===== config.mk =====
export PLATFORM = sky130hd
export DESIGN_NAME = memory_bus_dma
export DESIGN_NICKNAME = d
export VERILOG_FILES = /design/src/rtl/memory_bus_dma.sv
export SDC_FILE = /design/constraint.sdc
export NUM_CORES = 1
export LEC_CHECK = 0
export CAP_MARGIN = 10
export CORE_ASPECT_RATIO = 1.75
export CORE_UTILIZATION = 45
export DETAILED_ROUTE_END_ITERATION = 6
export PLACE_DENSITY_LB_ADDON = 0.1
export SYNTH_ARGS = -nofsm -noshare
export SYNTH_HDL_FRONTEND = slang
export SYNTH_SLANG_ARGS = --single-unit

===== constraint.sdc =====
create_clock -name clk -period 3 [get_ports clk]
set_clock_uncertainty 0.05 [all_clocks]
set_input_delay 0.45 -clock clk [delete_from_list [all_inputs] [get_ports clk]]
set_output_delay 0.45 -clock clk [all_outputs]
set_load 0.01 [all_outputs]

===== src/rtl/memory_bus_dma.sv =====
// Bus-initiator DMA: copies a byte block from src to dst over memory_bus, one read + one write per byte.
// Define MEMORY_BUS_DMA_FILL_EN to build the constant-fill mode (back-to-back writes of fill_value).
module memory_bus_dma #(
    parameter int unsigned READ_WAIT_CYCLES = 1
) (
    input  logic        clk,
    input  logic        reset,
    input  logic        start,
    input  logic [23:0] src_address,
    input  logic [23:0] dst_address,
    input  logic [15:0] length,
    input  logic        fill_mode,
    input  logic [7:0]  fill_value,
    output logic [23:0] address,
    output logic [7:0]  data_out,
    input  logic [7:0]  data_in,
    output logic        bus_enable,
    output logic        write_enable,
    input  logic        bus_halt,
    output logic        busy,
    output logic        done
);
    localparam int unsigned AW = 24;
    localparam int unsigned DW = 8;
    localparam int unsigned LW = 16;
    localparam int unsigned WW = 3;

    localparam logic [1:0] S_IDLE  = 2'd0;
    localparam logic [1:0] S_READ  = 2'd1;
    localparam logic [1:0] S_WRITE = 2'd2;
    localparam logic [1:0] S_DONE  = 2'd3;

    logic [1:0]    state_q, state_d;
    logic [AW-1:0] src_q, src_d, dst_q, dst_d;
    logic [AW-1:0] address_q, address_d;
    logic [LW-1:0] remaining_q, remaining_d;
    logic [WW-1:0] wait_q, wait_d;
    logic [DW-1:0] data_out_q, data_out_d;
    logic          bus_enable_q, bus_enable_d;
    logic          write_enable_q, write_enable_d;
    logic          busy_q, busy_d;
    logic          done_q, done_d;
    logic          accept;
    logic          fill_sel;
    logic [DW-1:0] fill_byte;

    assign accept = start && (state_q == S_IDLE) && !busy_q;

`ifdef MEMORY_BUS_DMA_FILL_EN
    logic          fill_q, fill_d;
    logic [DW-1:0] fill_byte_q, fill_byte_d;

    always_ff @(posedge clk) begin
        if (reset) begin
            fill_q      <= 1'b0;
            fill_byte_q <= '0;
        end else begin
            fill_q      <= fill_d;
            fill_byte_q <= fill_byte_d;
        end
    end

    always_comb begin
        fill_d      = fill_q;
        fill_byte_d = fill_byte_q;
        if (accept) begin
            fill_d      = fill_mode;
            fill_byte_d = fill_value;
        end
    end

    assign fill_sel  = fill_q;
    assign fill_byte = fill_byte_q;
`else
    logic unused_fill;
    assign unused_fill = ^{fill_mode, fill_value};
    assign fill_sel    = 1'b0;
    assign fill_byte   = '0;
`endif

    always_ff @(posedge clk) begin
        if (reset) begin
            state_q        <= S_IDLE;
            src_q          <= '0;
            dst_q          <= '0;
            remaining_q    <= '0;
            wait_q         <= '0;
            address_q      <= '0;
            data_out_q     <= '0;
            bus_enable_q   <= 1'b0;
            write_enable_q <= 1'b0;
            busy_q         <= 1'b0;
            done_q         <= 1'b0;
        end else begin
            state_q        <= state_d;
            src_q          <= src_d;
            dst_q          <= dst_d;
            remaining_q    <= remaining_d;
            wait_q         <= wait_d;
            address_q      <= address_d;
            data_out_q     <= data_out_d;
            bus_enable_q   <= bus_enable_d;
            write_enable_q <= write_enable_d;
            busy_q         <= busy_d;
            done_q         <= done_d;
        end
    end

    // Bus outputs are computed for the state being entered so they are registered in that state.
    always_comb begin
        state_d        = state_q;
        src_d          = src_q;
        dst_d          = dst_q;
        remaining_d    = remaining_q;
        wait_d         = wait_q;
        address_d      = address_q;
        data_out_d     = data_out_q;
        bus_enable_d   = bus_enable_q;
        write_enable_d = write_enable_q;
        busy_d         = busy_q;
        done_d         = 1'b0;
        case (state_q)
            S_IDLE: begin
                if (busy_q) begin
                    // Setup cycle: parameters were latched on the previous edge
                    if (remaining_q == '0) begin
                        state_d = S_DONE;
                        done_d  = 1'b1;
                    end else if (fill_sel) begin
                        state_d        = S_WRITE;
                        address_d      = dst_q;
                        data_out_d     = fill_byte;
                        bus_enable_d   = 1'b1;
                        write_enable_d = 1'b1;
                    end else begin
                        state_d        = S_READ;
                        address_d      = src_q;
                        bus_enable_d   = 1'b1;
                        write_enable_d = 1'b0;
                    end
                end else if (accept) begin
                    src_d       = src_address;
                    dst_d       = dst_address;
                    remaining_d = length;
                    wait_d      = '0;
                    busy_d      = 1'b1;
                end
            end
            S_READ: begin
                if (!bus_halt) begin
                    if (wait_q == WW'(READ_WAIT_CYCLES)) begin
                        wait_d         = '0;
                        state_d        = S_WRITE;
                        address_d      = dst_q;
                        data_out_d     = data_in;
                        write_enable_d = 1'b1;
                    end else begin
                        wait_d = wait_q + WW'(1);
                    end
                end
            end
            S_WRITE: begin
                if (!bus_halt) begin
                    src_d       = src_q + AW'(1);
                    dst_d       = dst_q + AW'(1);
                    remaining_d = remaining_q - LW'(1);
                    if (remaining_q == LW'(1)) begin
                        state_d        = S_DONE;
                        bus_enable_d   = 1'b0;
                        write_enable_d = 1'b0;
                        done_d         = 1'b1;
                    end else if (fill_sel) begin
                        address_d = dst_q + AW'(1);
                    end else begin
                        state_d        = S_READ;
                        address_d      = src_q + AW'(1);
                        write_enable_d = 1'b0;
                    end
                end
            end
            S_DONE: begin
                state_d = S_IDLE;
                busy_d  = 1'b0;
            end
            default: state_d = S_IDLE;
        endcase
    end

    assign address      = address_q;
    assign data_out     = data_out_q;
    assign bus_enable   = bus_enable_q;
    assign write_enable = write_enable_q;
    assign busy         = busy_q;
    assign done         = done_q;

endmodule


# After elaboration in Yosys (flattened, before gate mapping)
# Cells that the tools add are included.
# word_totals
elab_cells,96
reg_bits,105
output_inout_bits,36
# op_classes
n_bitwise,1
n_eq_ne,14
reduce_logical,16
n_mux,50
n_addsub,4
# ops
cell,count
$mux W24,12
$pmux W24 S2,2
$pmux W24 S3,1
$add A24 B1 Y24 const B,2
$mux W16,3
$pmux W16 S2,1
$ne A2 B2 Y1 const B,9
$eq A16 B1 Y1 const B,1
$logic_not A16 Y1,1
$sub A16 B1 Y16 const B,1
$mux W1,15
$mux W2,6
$mux W3,4
$reduce_and A4 Y1,3
$pmux W2 S4,1
$reduce_and A7 Y1,1
$pmux W1 S2,3
$pmux W3 S2,1
$reduce_and A6 Y1,1
$reduce_bool A2 Y1,3
$reduce_and A5 Y1,1
$eq A2 B2 Y1 const B,2
$add A3 B1 Y3 const B,1
$eq A3 B1 Y1 const B,1
other kinds (8),9

# Logic depth before layout (Yosys ltp)
# depth
depth_word,6
mapped_depth,10
ltp_nobuf,7

# Worst setup path before layout
# Ideal clock, no wire load.
# synth_timing
path_type,register to register
from,register state_q[0]
to,register src_q[18]
synth_period_minus_slack_ns,2.043
required_time_ns,2.831
arrival_time_ns,1.874
slack_ns,0.957
stages_incl_launch_ff,9
setup_ns,0.119
cell_sequence,dfxtp_1 -> inv_1 -> ha_1 -> clkbuf_1 -> or2_2 -> o211ai_1 -> clkbuf_1 -> nor2_1 -> o221a_2
# synth_via
elab_chain_len,5
word_cells_on_any_way,10
# synth_lines
element,line,text
"start, declared",33,"logic [1:0] state_q, state_d;"
"start signal, assigned",95,state_q <= state_d;
$logic_not A2 Y1,"47, 122",
$logic_and A1 B1 Y1 (2 in series),47,assign accept = start && (state_q == S_IDLE) && !busy_q;
$ne A2 B2 Y1 (no source line),--,
$reduce_and A4 Y1 (no source line),--,
"end signal, assigned",96,src_q <= src_d;
"end, declared",34,"logic [AW-1:0] src_q, src_d, dst_q, dst_d;"
# Several ways; a longest one is shown, not always the timed one.
# A chain may end at the register's enable or synchronous reset.

# Final worst setup path
# layout_timing
from,register state_q[1]
to,register address_q[23] (netlist: address[23])
# layout_via
elab_chain_len,3
word_cells_on_any_way,12
# layout_lines
element,line,text
"$eq A2 B2 Y1, or another cell as far along",122,case (state_q)
$ne A2 B2 Y1 (no source line) / $reduce_bool A3 Y1 (equally long branches),--,
$reduce_and A7 Y1 (no source line),--,
"end signal, assigned",100,address_q <= address_d;
"end, declared",35,"logic [AW-1:0] address_q, address_d;"
# Several ways; a longest one is shown, not always the timed one.

==> results.md <==
Worst hold path:
- The endpoint of the worst hold-timing path is data_out[2].
- The min-delay analysis places its worst path in the category flip-flop to flip-flop.
- The startpoint identified for the worst hold timing path is data_out[2].
- The cell depth of the worst min-delay path is 2.

Logic synthesis:
- The distinct cell type count after synthesis is 72.
- The dominant cell type by area after synthesis is dfxtp_1.
- The total number of yosys warnings is 0.
- For this run, the register share of the synthesized area comes to 33.5%.
- The async set or reset register ratio after synthesis is 0%.
- The fraction of post-synthesis cell area in the top cell type by area is 33.5%.
- The number of flip-flops and latches in the synthesized netlist is 105.
- The most instantiated flip-flop cell in the synthesis netlist is dfxtp_1.
- The number of instances in the synthesized netlist is 836.
- A synthesized cell averages 7.50 µm².
- By area the synthesized netlist is led by dfxtp_1 34%, a21oi_1 7.1%, o21ai_0 6.3%.
- After synthesis the cells add up to 6270 µm².
- The synthesized design contains 0 enable-type register cells.
- Ranked by instance count, the synthesized netlist is headed by 105 x dfxtp_1, 97 x nand2_1, 89 x a21oi_1, 79 x o21ai_0, 57 x clkbuf_1.
- The synthesized net count is 931.
- The most instantiated library cell after synthesis is dfxtp_1.

Placement:
- The number of input and output port buffers inserted is 111.
- The routability congestion estimate from global placement is 0.928.
- The post-detailed-placement half-perimeter wirelength is 14.6 mm.

Power:
- The power density of the placed cells is around 1000 nW/µm².
- The reported leakage power is roughly 2.6 nW.
- The highest ir drop seen on vdd is 0.458 mV.
- Power comes to 7.82 mW.

Timing:
- The transition time of the tightest slew-check pin is 0.650 ns.
- The number of endpoints with negative hold slack in the final report is 0.
- The shortest period the worst path allows is 2.58 ns.
- Timing would allow up to 388 MHz.
- The count of final max-slew check failures came to 0.
- Summed over all failing endpoints, the final setup total negative slack is 0 ns.
- The worst pin sits at a relative slew slack of a little under three fifths.
- The fraction of the cycle the final worst path needs is a little under nine tenths.
- The count of endpoints failing setup in the final report is 0.
- Setup repair after global routing left no endpoint under its margin.
- The final worst hold slack is 0.403 ns.

Detailed routing:
- The starting DRC count in detailed routing is roughly 540.
- In the final routed layout, each cell accounts on average for 19.3 µm.
- For this block, the routed nets add up to about 21 mm of wire.
- The detailed-route DRC error count is 0.
- The detailed-routing iteration count for the pre-antenna-repair pass is 5.
- After detailed routing, the number of vias per cell comes to 6.37.
- The number of nets still failing antenna checks after routing is 0.
- The overall via count from detail_route is between 6,000 and 7,000.

Setup path:
- Data arrives at the worst endpoint at 2.80 ns.
- The cell family contributing the most delay on the critical path is simple AND/OR/NAND/NOR gates.
- The cell at the slowest stage of the critical path is or4_1.
- The total buffers and inverters traversed by the critical path is 2.
- The critical path goes through inv_1 -> ha_1 -> inv_1 -> or4_1 -> a41oi_2.
- For the worst flop-to-flop path, the logic depth is 5.
- The endpoint of the worst register-to-register path is address[23].
- The critical path start-end classification is flip-flop to flip-flop.
- The largest single stage delay on the critical path is 0.63 ns.
- The type of element capturing the critical path is a flip-flop.
- The required arrival time at the worst endpoint is 3.23 ns.
- The launch point of the worst reg-to-reg path is state_q[1].
- By instance count, the cell type seen most on the critical path is inv_1.
- The category of the worst setup path launch point is a flip-flop.
- Of all nets on the critical path, the largest fanout is 15.
- In this run the register-to-register setup slack is around 0.42 ns.

Floorplanning:
- After floorplanning, the core was divided into 56 placement rows.
- The die height is between 150 and 200 µm.
- The die covers 14,400 µm².
- The floorplan core area is between 10,000 and 15,000 µm².
- The initial utilization of the core area, before any placement, comes to 46.4%.
- The die width is 91.2 µm.
- The number of top-level pins is 121.

Layout:
- The layout net count is about 1,000.
- Relative to the synthesized area, the layout overhead comes to 25.1%.
- The utilization after layout is 58.0%.
- The number of antenna diodes in the final layout is 0.
- The post-route netlist has under 10% of its cells at a drive strength greater than 1.

Clock network:
- For the worst-skew pair, the clock arrives at the later sink with an insertion delay of around 0.36 ns.
- The maximum count of clock buffers along a single path is 2.
- Buffers inserted to repair hold after CTS numbered 0.
- Post-CTS repair changed the size of 0 cells.
- TritonCTS built the clock tree.
- The H-tree depth is 3.
- The clock transition time at the flip-flop clock pins of the worst setup and hold paths is about 0.070 ns.
- The tree is rooted in a clkbuf_16.
- The total setup buffers inserted after CTS is 0.
- Clock tree synthesis inserted a total of 9 buffers.
- For this design, the sink count on the clock tree is 105.

GRT:
- For this run, the total global-route usage over all layers was measured as about 29%.
- The total overflow left after global routing is 0.
- The wire length of the first global-routing pass is 33.3 mm.
- The initial antenna violation count is 0.
- The pin count of the biggest net entering global routing is 66.
- The number of global-route vias before repair is roughly 6,700.

Status:
- The flow ran to the end, and the final reports show no timing, DRC or antenna violations.

Job:
- Across the run, the number of max-cap violations was 0.
## per-layer routing
layer / vias up / wire length, µm / global-route usage [%]
li1: 3276 / - / -
met1: 3319 / 8090 / 31.5
met2: 272 / 10800 / 54.1
met3: 53 / 1030 / 3.55
met4: 0 / 1010 / 16.9
met5: - / 0 / 0
## state kept, by name, summed over array words and instances, names as in the netlist
signal / cells
remaining_q: 16
state_q: 2
bus_enable: 1
write_enable: 1
done: 1
dst_q: 24
wait_q: 3
address: 24
src_q: 24
busy: 1
data_out: 8
## tightest hold or removal path: cells and delay by family, from the launching register on
family | cells | cell delay, ns
compound gates | 1 | 0.05
flops | 1 | 0.31
simple gates | 1 | 0.05
## power by group
group	internal, mW	switching [mW]	leakage [nW]
registers	1.87	0.606	0.864
clock network	0.676	0.566	0.142
logic	1.65	2.47	1.59
## logic make-up after synthesis
logic type / Yosys count / synth area share, %
muxes: 8 / 1.30
DFF: 105 / 33.5
and+or+nand+nor: 288 / 23.7
adders and majority gates: 10 / 2.00
AOI/OAI and AO/OA: 332 / 33.7
buffers and inverters: 93 / 5.73
## through the flow
step / std cells / setup slack, ns / area [µm²]
after floorplan: 836 / 0.957 / 6270
after global placement: 1071 / 0.533 / 7540
after detailed placement: 1071 / 0.477 / 7540
after CTS: 1087 / 0.458 / 7850
after global routing: 1087 / 0.363 / 7850
final: 1087 / 0.423 / 7850
## worst max-delay path by stage
stage               start  slack (ns)  cells past startpoint           to
2_1_floorplan  state_q[0]        0.96                      8    src_q[18]
3_3_place_gp   state_q[1]        0.53                      5  address[23]
3_5_place_dp   state_q[1]        0.48                      5  address[23]
4_1_cts        state_q[1]        0.46                      5  address[23]
5_1_grt        state_q[0]        0.36                      6  address[23]
6_report       state_q[1]        0.42                      5  address[23]
## cell usage in the layout, fill, tap and decap left out, types with 3 or more instances in the layout
| master | Yosys | layout |
|---|---|---|
| dfxtp_1 | 105 | 105 |
| nor2_1 | 48 | 48 |
| nor3_1 | 16 | 16 |
| inv_1 | 20 | 20 |
| ha_1 | 10 | 9 |
| nor4_1 | 4 | 4 |
| or2_2 | 5 | 5 |
| nor2b_1 | 14 | 14 |
| buf_4 | 0 | 21 |
| nand3_1 | 36 | 36 |
| clkdlybuf4s50_1 | 0 | 110 |
| and2_1 | 9 | 9 |
| or3_1 | 5 | 5 |
| and4_1 | 6 | 6 |
| o2bb2ai_1 | 6 | 6 |
| a31oi_1 | 17 | 17 |
| a32o_1 | 4 | 4 |
| o21a_1 | 3 | 3 |
| a211oi_1 | 42 | 42 |
| mux2i_1 | 7 | 7 |
| o31ai_1 | 17 | 17 |
| o211ai_1 | 6 | 6 |
| o32ai_1 | 3 | 3 |
| o41ai_1 | 6 | 6 |
| and3_1 | 8 | 8 |
| clkbuf_16 | 0 | 9 |
| a22oi_1 | 10 | 10 |
| o22ai_1 | 22 | 22 |
| nand2b_1 | 3 | 3 |
| nand4_1 | 17 | 17 |
| o21ai_0 | 79 | 79 |
| nand2_1 | 97 | 97 |
| a21oi_1 | 89 | 89 |
## cell type report
class	count	area, µm²
fillers	1269	5680
multi-input cells	638	3840
flip-flops and latches	105	2100
repair buffers	134	1300
clock buffers	11	243
well taps	174	218
inverters	20	75.1
clock inverters	5	62.6
No activity file was read; power rests on OpenSTA's default activity.
